===== src/rtl/refill_pkg.sv =====
// Shared types and helpers for the data-cache miss refill engine.
package refill_pkg;

  // Refill FSM states, encoded explicitly so the state register layout is fixed.
  typedef enum logic [1:0] {
    IDLE = 2'd0,
    REQ  = 2'd1,
    WAIT = 2'd2,
    RESP = 2'd3
  } refill_state_t;

  // Byte offset bits inside a memory word.
  localparam int WORD_OFFSET = 2;

  // Widest address the alignment helper handles; callers cast to their width.
  localparam int ADDR_MAX_WIDTH = 64;

  // Clear the byte-offset bits so the address points at the start of a word.
  function automatic logic [ADDR_MAX_WIDTH-1:0] word_align(input logic [ADDR_MAX_WIDTH-1:0] addr);
    return addr & ~((64'd1 << WORD_OFFSET) - 64'd1);
  endfunction

endpackage


===== src/rtl/refill_latency_counter.sv =====
// Loadable down-counter that times the main-memory read latency.
// zero_o is combinational so the FSM can act on the last wait cycle.
module refill_latency_counter #(
  parameter int CNT_W = 2
) (
  input  logic             clk_i,
  input  logic             rst_i,
  input  logic             load_i,
  input  logic [CNT_W-1:0] load_val_i,
  input  logic             dec_i,
  output logic             zero_o
);

  logic [CNT_W-1:0] count_q;
  logic [CNT_W-1:0] count_d;

  // Next count: load wins over decrement, decrement stops at zero.
  always_comb begin
    count_d = count_q;
    if (load_i) begin
      count_d = load_val_i;
    end else if (dec_i && (count_q != {CNT_W{1'b0}})) begin
      count_d = count_q - CNT_W'(1);
    end else begin
      count_d = count_q;
    end
  end

  // Count register with synchronous reset.
  always_ff @(posedge clk_i) begin
    if (rst_i) begin
      count_q <= {CNT_W{1'b0}};
    end else begin
      count_q <= count_d;
    end
  end

  assign zero_o = (count_q == {CNT_W{1'b0}});

endmodule


===== src/rtl/refill_controller.sv =====
// Single-word miss refill engine between the direct-mapped data cache and
// main memory: IDLE -> REQ (read strobe) -> WAIT (MEM_LATENCY cycles) -> RESP.
// Optional performance counters are built only when REFILL_PERF_EN is defined;
// otherwise oMissCount/oStallCycles are tied to zero.
module refill_controller
  import refill_pkg::*;
#(
  parameter int ADDR_WIDTH  = 32,
  parameter int DATA_WIDTH  = 32,
  parameter int MEM_LATENCY = 3,
  parameter int CNT_WIDTH   = 32
) (
  input  logic                  iCLK,
  input  logic                  iRST,
  input  logic                  iMissReq,
  input  logic [ADDR_WIDTH-1:0] iMissAddress,
  output logic                  oStall,
  output logic                  oMemReadEn,
  output logic [ADDR_WIDTH-1:0] oMemAddress,
  input  logic [DATA_WIDTH-1:0] iMemData,
  output logic                  oRefillValid,
  output logic [ADDR_WIDTH-1:0] oRefillAddress,
  output logic [DATA_WIDTH-1:0] oRefillData,
  output logic [CNT_WIDTH-1:0]  oMissCount,
  output logic [CNT_WIDTH-1:0]  oStallCycles
);

  localparam int LAT_CNT_W = $clog2(MEM_LATENCY + 1);
  localparam logic [LAT_CNT_W-1:0] LAT_LOAD = LAT_CNT_W'(MEM_LATENCY - 1);

  // A zero latency would leave no cycle to capture memory data.
  if (MEM_LATENCY < 1) begin : g_bad_latency
    $error("refill_controller: MEM_LATENCY must be at least 1");
  end

  refill_state_t         state_q, state_d;
  logic [ADDR_WIDTH-1:0] addr_q, addr_d;
  logic                  mem_read_en_q, mem_read_en_d;
  logic [ADDR_WIDTH-1:0] mem_addr_q, mem_addr_d;
  logic                  refill_valid_q, refill_valid_d;
  logic [ADDR_WIDTH-1:0] refill_addr_q, refill_addr_d;
  logic [DATA_WIDTH-1:0] refill_data_q, refill_data_d;
  logic                  cnt_load;
  logic                  cnt_dec;
  logic                  cnt_zero;
  logic [ADDR_WIDTH-1:0] miss_addr_aligned;

  assign miss_addr_aligned = ADDR_WIDTH'(word_align(ADDR_MAX_WIDTH'(iMissAddress)));

  refill_latency_counter #(
    .CNT_W (LAT_CNT_W)
  ) u_lat_cnt (
    .clk_i      (iCLK),
    .rst_i      (iRST),
    .load_i     (cnt_load),
    .load_val_i (LAT_LOAD),
    .dec_i      (cnt_dec),
    .zero_o     (cnt_zero)
  );

  // FSM next state; outputs are computed one cycle early so they are registered in their state.
  always_comb begin
    state_d        = state_q;
    addr_d         = addr_q;
    mem_read_en_d  = 1'b0;
    mem_addr_d     = mem_addr_q;
    refill_valid_d = 1'b0;
    refill_addr_d  = refill_addr_q;
    refill_data_d  = refill_data_q;
    cnt_load       = 1'b0;
    cnt_dec        = 1'b0;
    case (state_q)
      IDLE: begin
        if (iMissReq) begin
          addr_d        = miss_addr_aligned;
          mem_read_en_d = 1'b1;
          mem_addr_d    = miss_addr_aligned;
          state_d       = REQ;
        end else begin
          state_d = IDLE;
        end
      end
      REQ: begin
        cnt_load = 1'b1;
        state_d  = WAIT;
      end
      WAIT: begin
        if (!cnt_zero) begin
          cnt_dec = 1'b1;
          state_d = WAIT;
        end else begin
          refill_data_d  = iMemData;
          refill_addr_d  = addr_q;
          refill_valid_d = 1'b1;
          state_d        = RESP;
        end
      end
      RESP: begin
        state_d = IDLE;
      end
      default: begin
        state_d = IDLE;
      end
    endcase
  end

  // State and output registers; reset abandons any refill in flight.
  always_ff @(posedge iCLK) begin
    if (iRST) begin
      state_q        <= IDLE;
      addr_q         <= {ADDR_WIDTH{1'b0}};
      mem_read_en_q  <= 1'b0;
      mem_addr_q     <= {ADDR_WIDTH{1'b0}};
      refill_valid_q <= 1'b0;
      refill_addr_q  <= {ADDR_WIDTH{1'b0}};
      refill_data_q  <= {DATA_WIDTH{1'b0}};
    end else begin
      state_q        <= state_d;
      addr_q         <= addr_d;
      mem_read_en_q  <= mem_read_en_d;
      mem_addr_q     <= mem_addr_d;
      refill_valid_q <= refill_valid_d;
      refill_addr_q  <= refill_addr_d;
      refill_data_q  <= refill_data_d;
    end
  end

  // Stall is combinational so the pipeline freezes in the same cycle the miss appears.
  assign oStall = (state_q != IDLE) || ((state_q == IDLE) && iMissReq);

  assign oMemReadEn     = mem_read_en_q;
  assign oMemAddress    = mem_addr_q;
  assign oRefillValid   = refill_valid_q;
  assign oRefillAddress = refill_addr_q;
  assign oRefillData    = refill_data_q;

`ifdef REFILL_PERF_EN
  logic [CNT_WIDTH-1:0] miss_count_q, miss_count_d;
  logic [CNT_WIDTH-1:0] stall_cycles_q, stall_cycles_d;

  // Counter increments: one per completed refill, one per stalled cycle; both wrap.
  always_comb begin
    miss_count_d   = miss_count_q;
    stall_cycles_d = stall_cycles_q;
    if (state_q == RESP) begin
      miss_count_d = miss_count_q + CNT_WIDTH'(1);
    end else begin
      miss_count_d = miss_count_q;
    end
    if (oStall) begin
      stall_cycles_d = stall_cycles_q + CNT_WIDTH'(1);
    end else begin
      stall_cycles_d = stall_cycles_q;
    end
  end

  // Performance counter registers.
  always_ff @(posedge iCLK) begin
    if (iRST) begin
      miss_count_q   <= {CNT_WIDTH{1'b0}};
      stall_cycles_q <= {CNT_WIDTH{1'b0}};
    end else begin
      miss_count_q   <= miss_count_d;
      stall_cycles_q <= stall_cycles_d;
    end
  end

  assign oMissCount   = miss_count_q;
  assign oStallCycles = stall_cycles_q;
`else
  assign oMissCount   = {CNT_WIDTH{1'b0}};
  assign oStallCycles = {CNT_WIDTH{1'b0}};
`endif

endmodule


===== config.mk =====
export PLATFORM = sky130hd
export DESIGN_NAME = refill_controller
export DESIGN_NICKNAME = d
export VERILOG_FILES = /design/src/rtl/refill_pkg.sv /design/src/rtl/refill_latency_counter.sv /design/src/rtl/refill_controller.sv
export SDC_FILE = /design/constraint.sdc
export NUM_CORES = 1
export LEC_CHECK = 0
export BUFFER_PORTS_ARGS = -buffer_cell sky130_fd_sc_hd__buf_2
export CAP_MARGIN = 20
export CORE_MARGIN = 4
export CORE_UTILIZATION = 48
export DETAILED_ROUTE_END_ITERATION = 12
export PLACE_DENSITY_LB_ADDON = 0.3
export SYNTH_ARGS = -nofsm -noshare
export SYNTH_HDL_FRONTEND = slang
export SYNTH_SLANG_ARGS = --single-unit

===== constraint.sdc =====
create_clock -name iCLK -period 3.55 [get_ports iCLK]
set_input_delay 0.5325 -clock iCLK [delete_from_list [all_inputs] [get_ports iCLK]]
set_output_delay 0.5325 -clock iCLK [all_outputs]
set_load 0.1 [all_outputs]

# [Yosys cells after proc, flatten, opt, wreduce, memory -nomap -nowiden]
# Cells that the tools add are included.
[word_totals] ff_bits=98 latch_bits=0 mem_bits_rw=0 mem_bits_ro=0 input_bits=67 output_inout_bits=163 n_memories=0
[classes] addsub=1 mul=0 div=0 magnitude_cmp=0 eq_ne=3 shift=0 mux=10 bitwise_logic=2 reduce_logical=13
[op_table] op="2-bit case mux with 4 select lines" count=1
[op_table] op="1-bit two-way mux" count=7
[op_table] op="2-bit nonzero test" count=3
[op_table] op="2-bit OR reduction" count=3
[op_table] op="2-bit == test (second input constant)" count=2
[op_table] op="2-bit logical NOT" count=2
[op_table] op="2-bit two-way mux" count=2
[op_table] op="2-bit AND reduction" count=2
[op_table] op="2-bit by 1-bit == test with 1-bit output (second input constant)" count=1
[op_table] op="1-bit logical AND" count=2
[op_table] op="1-bit inverter" count=2
[op_table] op="2-bit by 1-bit subtractor with 2-bit output (second input constant)" count=1
[op_table] op="1-bit logical OR" count=1

# [Logic depth before layout (Yosys ltp)]
[logic_depth] word_depth=6 ltp_mapped=7 depth_no_buf=5

# [Modules after synthesis]
# A second synthesis with hierarchy kept.
[unflattened] hier_cells=481 area_unflattened_um2=4700.8
[modules_own_cells] mod="refill_controller" n_inst=1 cells_each=467 area_each_um2=4574.4
[modules_own_cells] mod="refill_latency_counter" n_inst=1 cells_each=14 area_each_um2=126.4

# [Worst setup path before layout]
# No wires, ideal clock.
[synth_timing] kind="reg-to-output" startpoint="register state_q[0]" endpoint="output oStall" arrival_ps=1287 required_ps=3017 path_slack_ps=1731 path_stages_with_launch=4 path_buffers=0 cell_sequence="dfxtp_1 inv_1 ha_1 nand2b_1"
[synth_between] elab_chain_cells=3 elab_cells_between_ends=4 classes_between="4 x reduce/logical"
[synth_lines] element="from (decl)" line_no="refill_controller.sv:36" source="refill_state_t state_q, state_d;"
[synth_lines] element="from (signal assigned)" line_no="refill_controller.sv:118" source="state_q <= state_d;"
[synth_lines] element="2-bit logical NOT" line_no="refill_controller.sv:129" source="assign oStall = (state_q != IDLE) || ((state_q == IDLE) && iMissReq);"
[synth_lines] element="1-bit logical AND" line_no="refill_controller.sv:129"
[synth_lines] element="1-bit logical OR *" line_no="refill_controller.sv:129"
[synth_lines] element="to (decl)" line_no="refill_controller.sv:17" source="output logic oStall,"
# Mark *: on every way between the ends. The rest lies on a longest branch, timed or not.

# [Worst setup path in the final report]
# Same ends and word-level chain as after synthesis.

==> reports/summary.txt <==
Fin crit period: 2.02 ns
Number of global-route vias before repair: 3237
Vias: 3432
Layout cells sized above 1: 32.6%
Met2 Use GR: 33.0%
Footprint of the multi-input gates: 1680 sq um
Routed Antenna Nets: 0
Crit path buffers/inverters: 2
Setup crit start kind: register
Initial antenna violation count: 0
Fillers: 787
Post-route DRC: 0
Nets@finish: 714
Setup Fix Bufs, Post-CTS: 0
Total of max-cap violations: 0
Clock transition at path regs: 0.09 ns
CTS resizes: 0
Final Cell Area: 4880 sq um
Clk buf depth: 2
Share of the synthesized area in the top cell type: 47.7%
Final hold viol count: 0
Critical path fanouts, max: 3
Seq/Total Area, Yosys: 47.7%
Largest net degree at the start of global routing: 73
First-pass GRT wire length: 15200 microns
CTS tree: yes
Worst-Margin Slew: 0.800 ns
Max Slew Vio Count: 0
Root Buffer: clkbuf_8
Via-to-Cell Ratio: 4.56
Hold Crit Class: primary input to register
FMAX: 495 MHz
Num rows: 33
Max transition margin: 46.7%
Post-DP HPWL: 6940 microns
GR Layer Usage met1: 21.3%
Area delta synth->final: 18.8%
Commonest non-fill, non-tap cell in the layout: nand2_1
GRT Max-Usage Layer: met2
Clk Latency, worst-skew pair: 0.34 ns
Outcome: complete, no violations
Setup Skew: 0.00918 ns
Count of input and output buffers: 159
CTS buffer count: 9
Worst-path cell chain: inv_1 > ha_1 > nand2b_1 > buf_2
Synth cell types: 23
Core ar.: 8260 sq um
Crit path max-delay family: buffers and inverters
Final Wtd Congestion: 0.775
Post-DR wirelength/cell: 12.8 microns
Die Ht: 101 microns
Antenna fix cells: 0
Synth area leaders: dfxtp_1, nand2_1, buf_4, a21oi_1, a21oi_2
Die ar.: 10100 sq um
Sink Count: 98
Wirelength, routed: 9590 microns
Commonest cells after routing, fill and taps aside: nand2_1, buf_2, dfxtp_1
H-tree depth: 3
Worst EP required: 3.02 ns
Period utilization: 56.9%
Synthesis Warnings: 0
DRT Pass-1 Iters: 4
RSZ-0062 raised after global routing: false
Pwr Total: 3.03 mW
Placed instance area: 4680 sq um
Layout Utilization: 59.1%
Post-synthesis cell count: 498
GRT Total Usage: 18.5%
Die W: 101 microns
Num ports: 230
Synthesized cell area: 4110 sq um
Final setup vio count: 0
Slowest CP cell: buf_2
# hold bufs at CTS: 0
Leakage: 2.26 nW
Met3 Usage GRT: 4.36%
VDD IR max: 0.000282 V
Synth Register Bits: 98
Area leader, netlist: dfxtp_1
Worst EP arrival: 1.49 ns
Drt initial violations: 90
FF/Latch Area: 1960 sq um
Crit path kind: register to output pin
Setup TNS: 0 ns
CP endpoint kind: output pin
Initial Util: 49.8%
Max incr delay on CP: 0.42 ns
PD cells: 621 nW/um^2
Global route overflow: 0
Avg Synthesized Cell Area: 8.25 sq um
[where the power goes]
group / leakage [nW] / internal [mW] / switching (mW)
Clock: 0.0986 / 0.364 / 0.366
Sequential: 0.797 / 1.16 / 0.0359
Combinational: 1.37 / 0.144 / 0.956
[worst reg2reg max path: stages (launching register included)]
cell and delay [ns]:
dfxtp_1 0.34, inv_1 0.08, ha_1 0.24, nand2_2 0.45, buf_12 0.28, nand2_1 0.11
a21oi_2 0.13
[final cells by class]
| type | instances | area share [%] |
|---|---|---|
| Inverter | 4 | 0.308 |
| Clock inverter | 4 | 1.03 |
| Multi-Input combinational cell | 365 | 34.4 |
| Clock buffer | 12 | 3.18 |
| Sequential cell | 98 | 40.2 |
| Timing Repair Buffer | 164 | 18.2 |
| Tap cell | 105 | 2.69 |
[stage by stage]
step | setup slack, ns | std cells | hold slack, ns
final | 1.53 | 752 | 0.415
after global routing | 1.43 | 752 | 0.395
after CTS | 1.49 | 752 | 0.400
after detailed placement | 1.82 | 736 | 0.443
after global placement | 1.61 | 733 | 0.439
after floorplan | 1.73 | 565 | 0.498
[registers in the layout, indices dropped and copies added (netlist names)]
name,flops
u_lat_cnt.count_q,2
oRefillValid,1
oRefillAddress,30
state_q,2
oMemReadEn,1
oMemAddress,30
oRefillData,32
[per-layer routing]
metal	wire, microns	part of all wire [%]
met1	3710	39
met2	4860	51
met4	192	2.0
met5	0	0
met3	824	8.6
[final timing paths]
kind              slack (ns)                        endpoint  depth (start not counted)                    startpoint
setup reg to reg        1.85  oRefillAddress[4]$_SDFFE_PP0P_                          6         state_q[0]$_SDFF_PP0_
hold reg to reg         0.45    oRefillData[10]$_SDFFE_PP0P_                          2  oRefillData[10]$_SDFFE_PP0P_
hold / removal          0.42    oMemAddress[12]$_SDFFE_PP0P_                          3              iMissAddress[12]
setup / recovery        1.53                          oStall                          4         state_q[0]$_SDFF_PP0_
[synthesized netlist by cell type (all sizes together)]
cell type,count
nor3b,1
and2,2
mux2i,1
clkbuf,3
a211oi,1
dfxtp,98
nor2,4
nand2b,2
conb,1
inv,4
nor3,1
a21oi,92
buf,95
ha,5
nor2b,1
nand2,186
xnor2,1
[logic make-up (layout without fill, tap and decap cells)]
kind of cell	count (synthesis)	in the layout	share of synthesized area (%)
and+or+nand+nor	197	197	18.5
buffers and inverters	102	184	17.5
DFF	98	98	47.7
AOI/OAI and AO/OA	93	93	14.1
adders and majority gates	5	5	1.52
other	1	68	0.0913
xor gates and xnor gates	1	1	0.213
muxes	1	1	0.244
(Power assumes the default switching activity.)
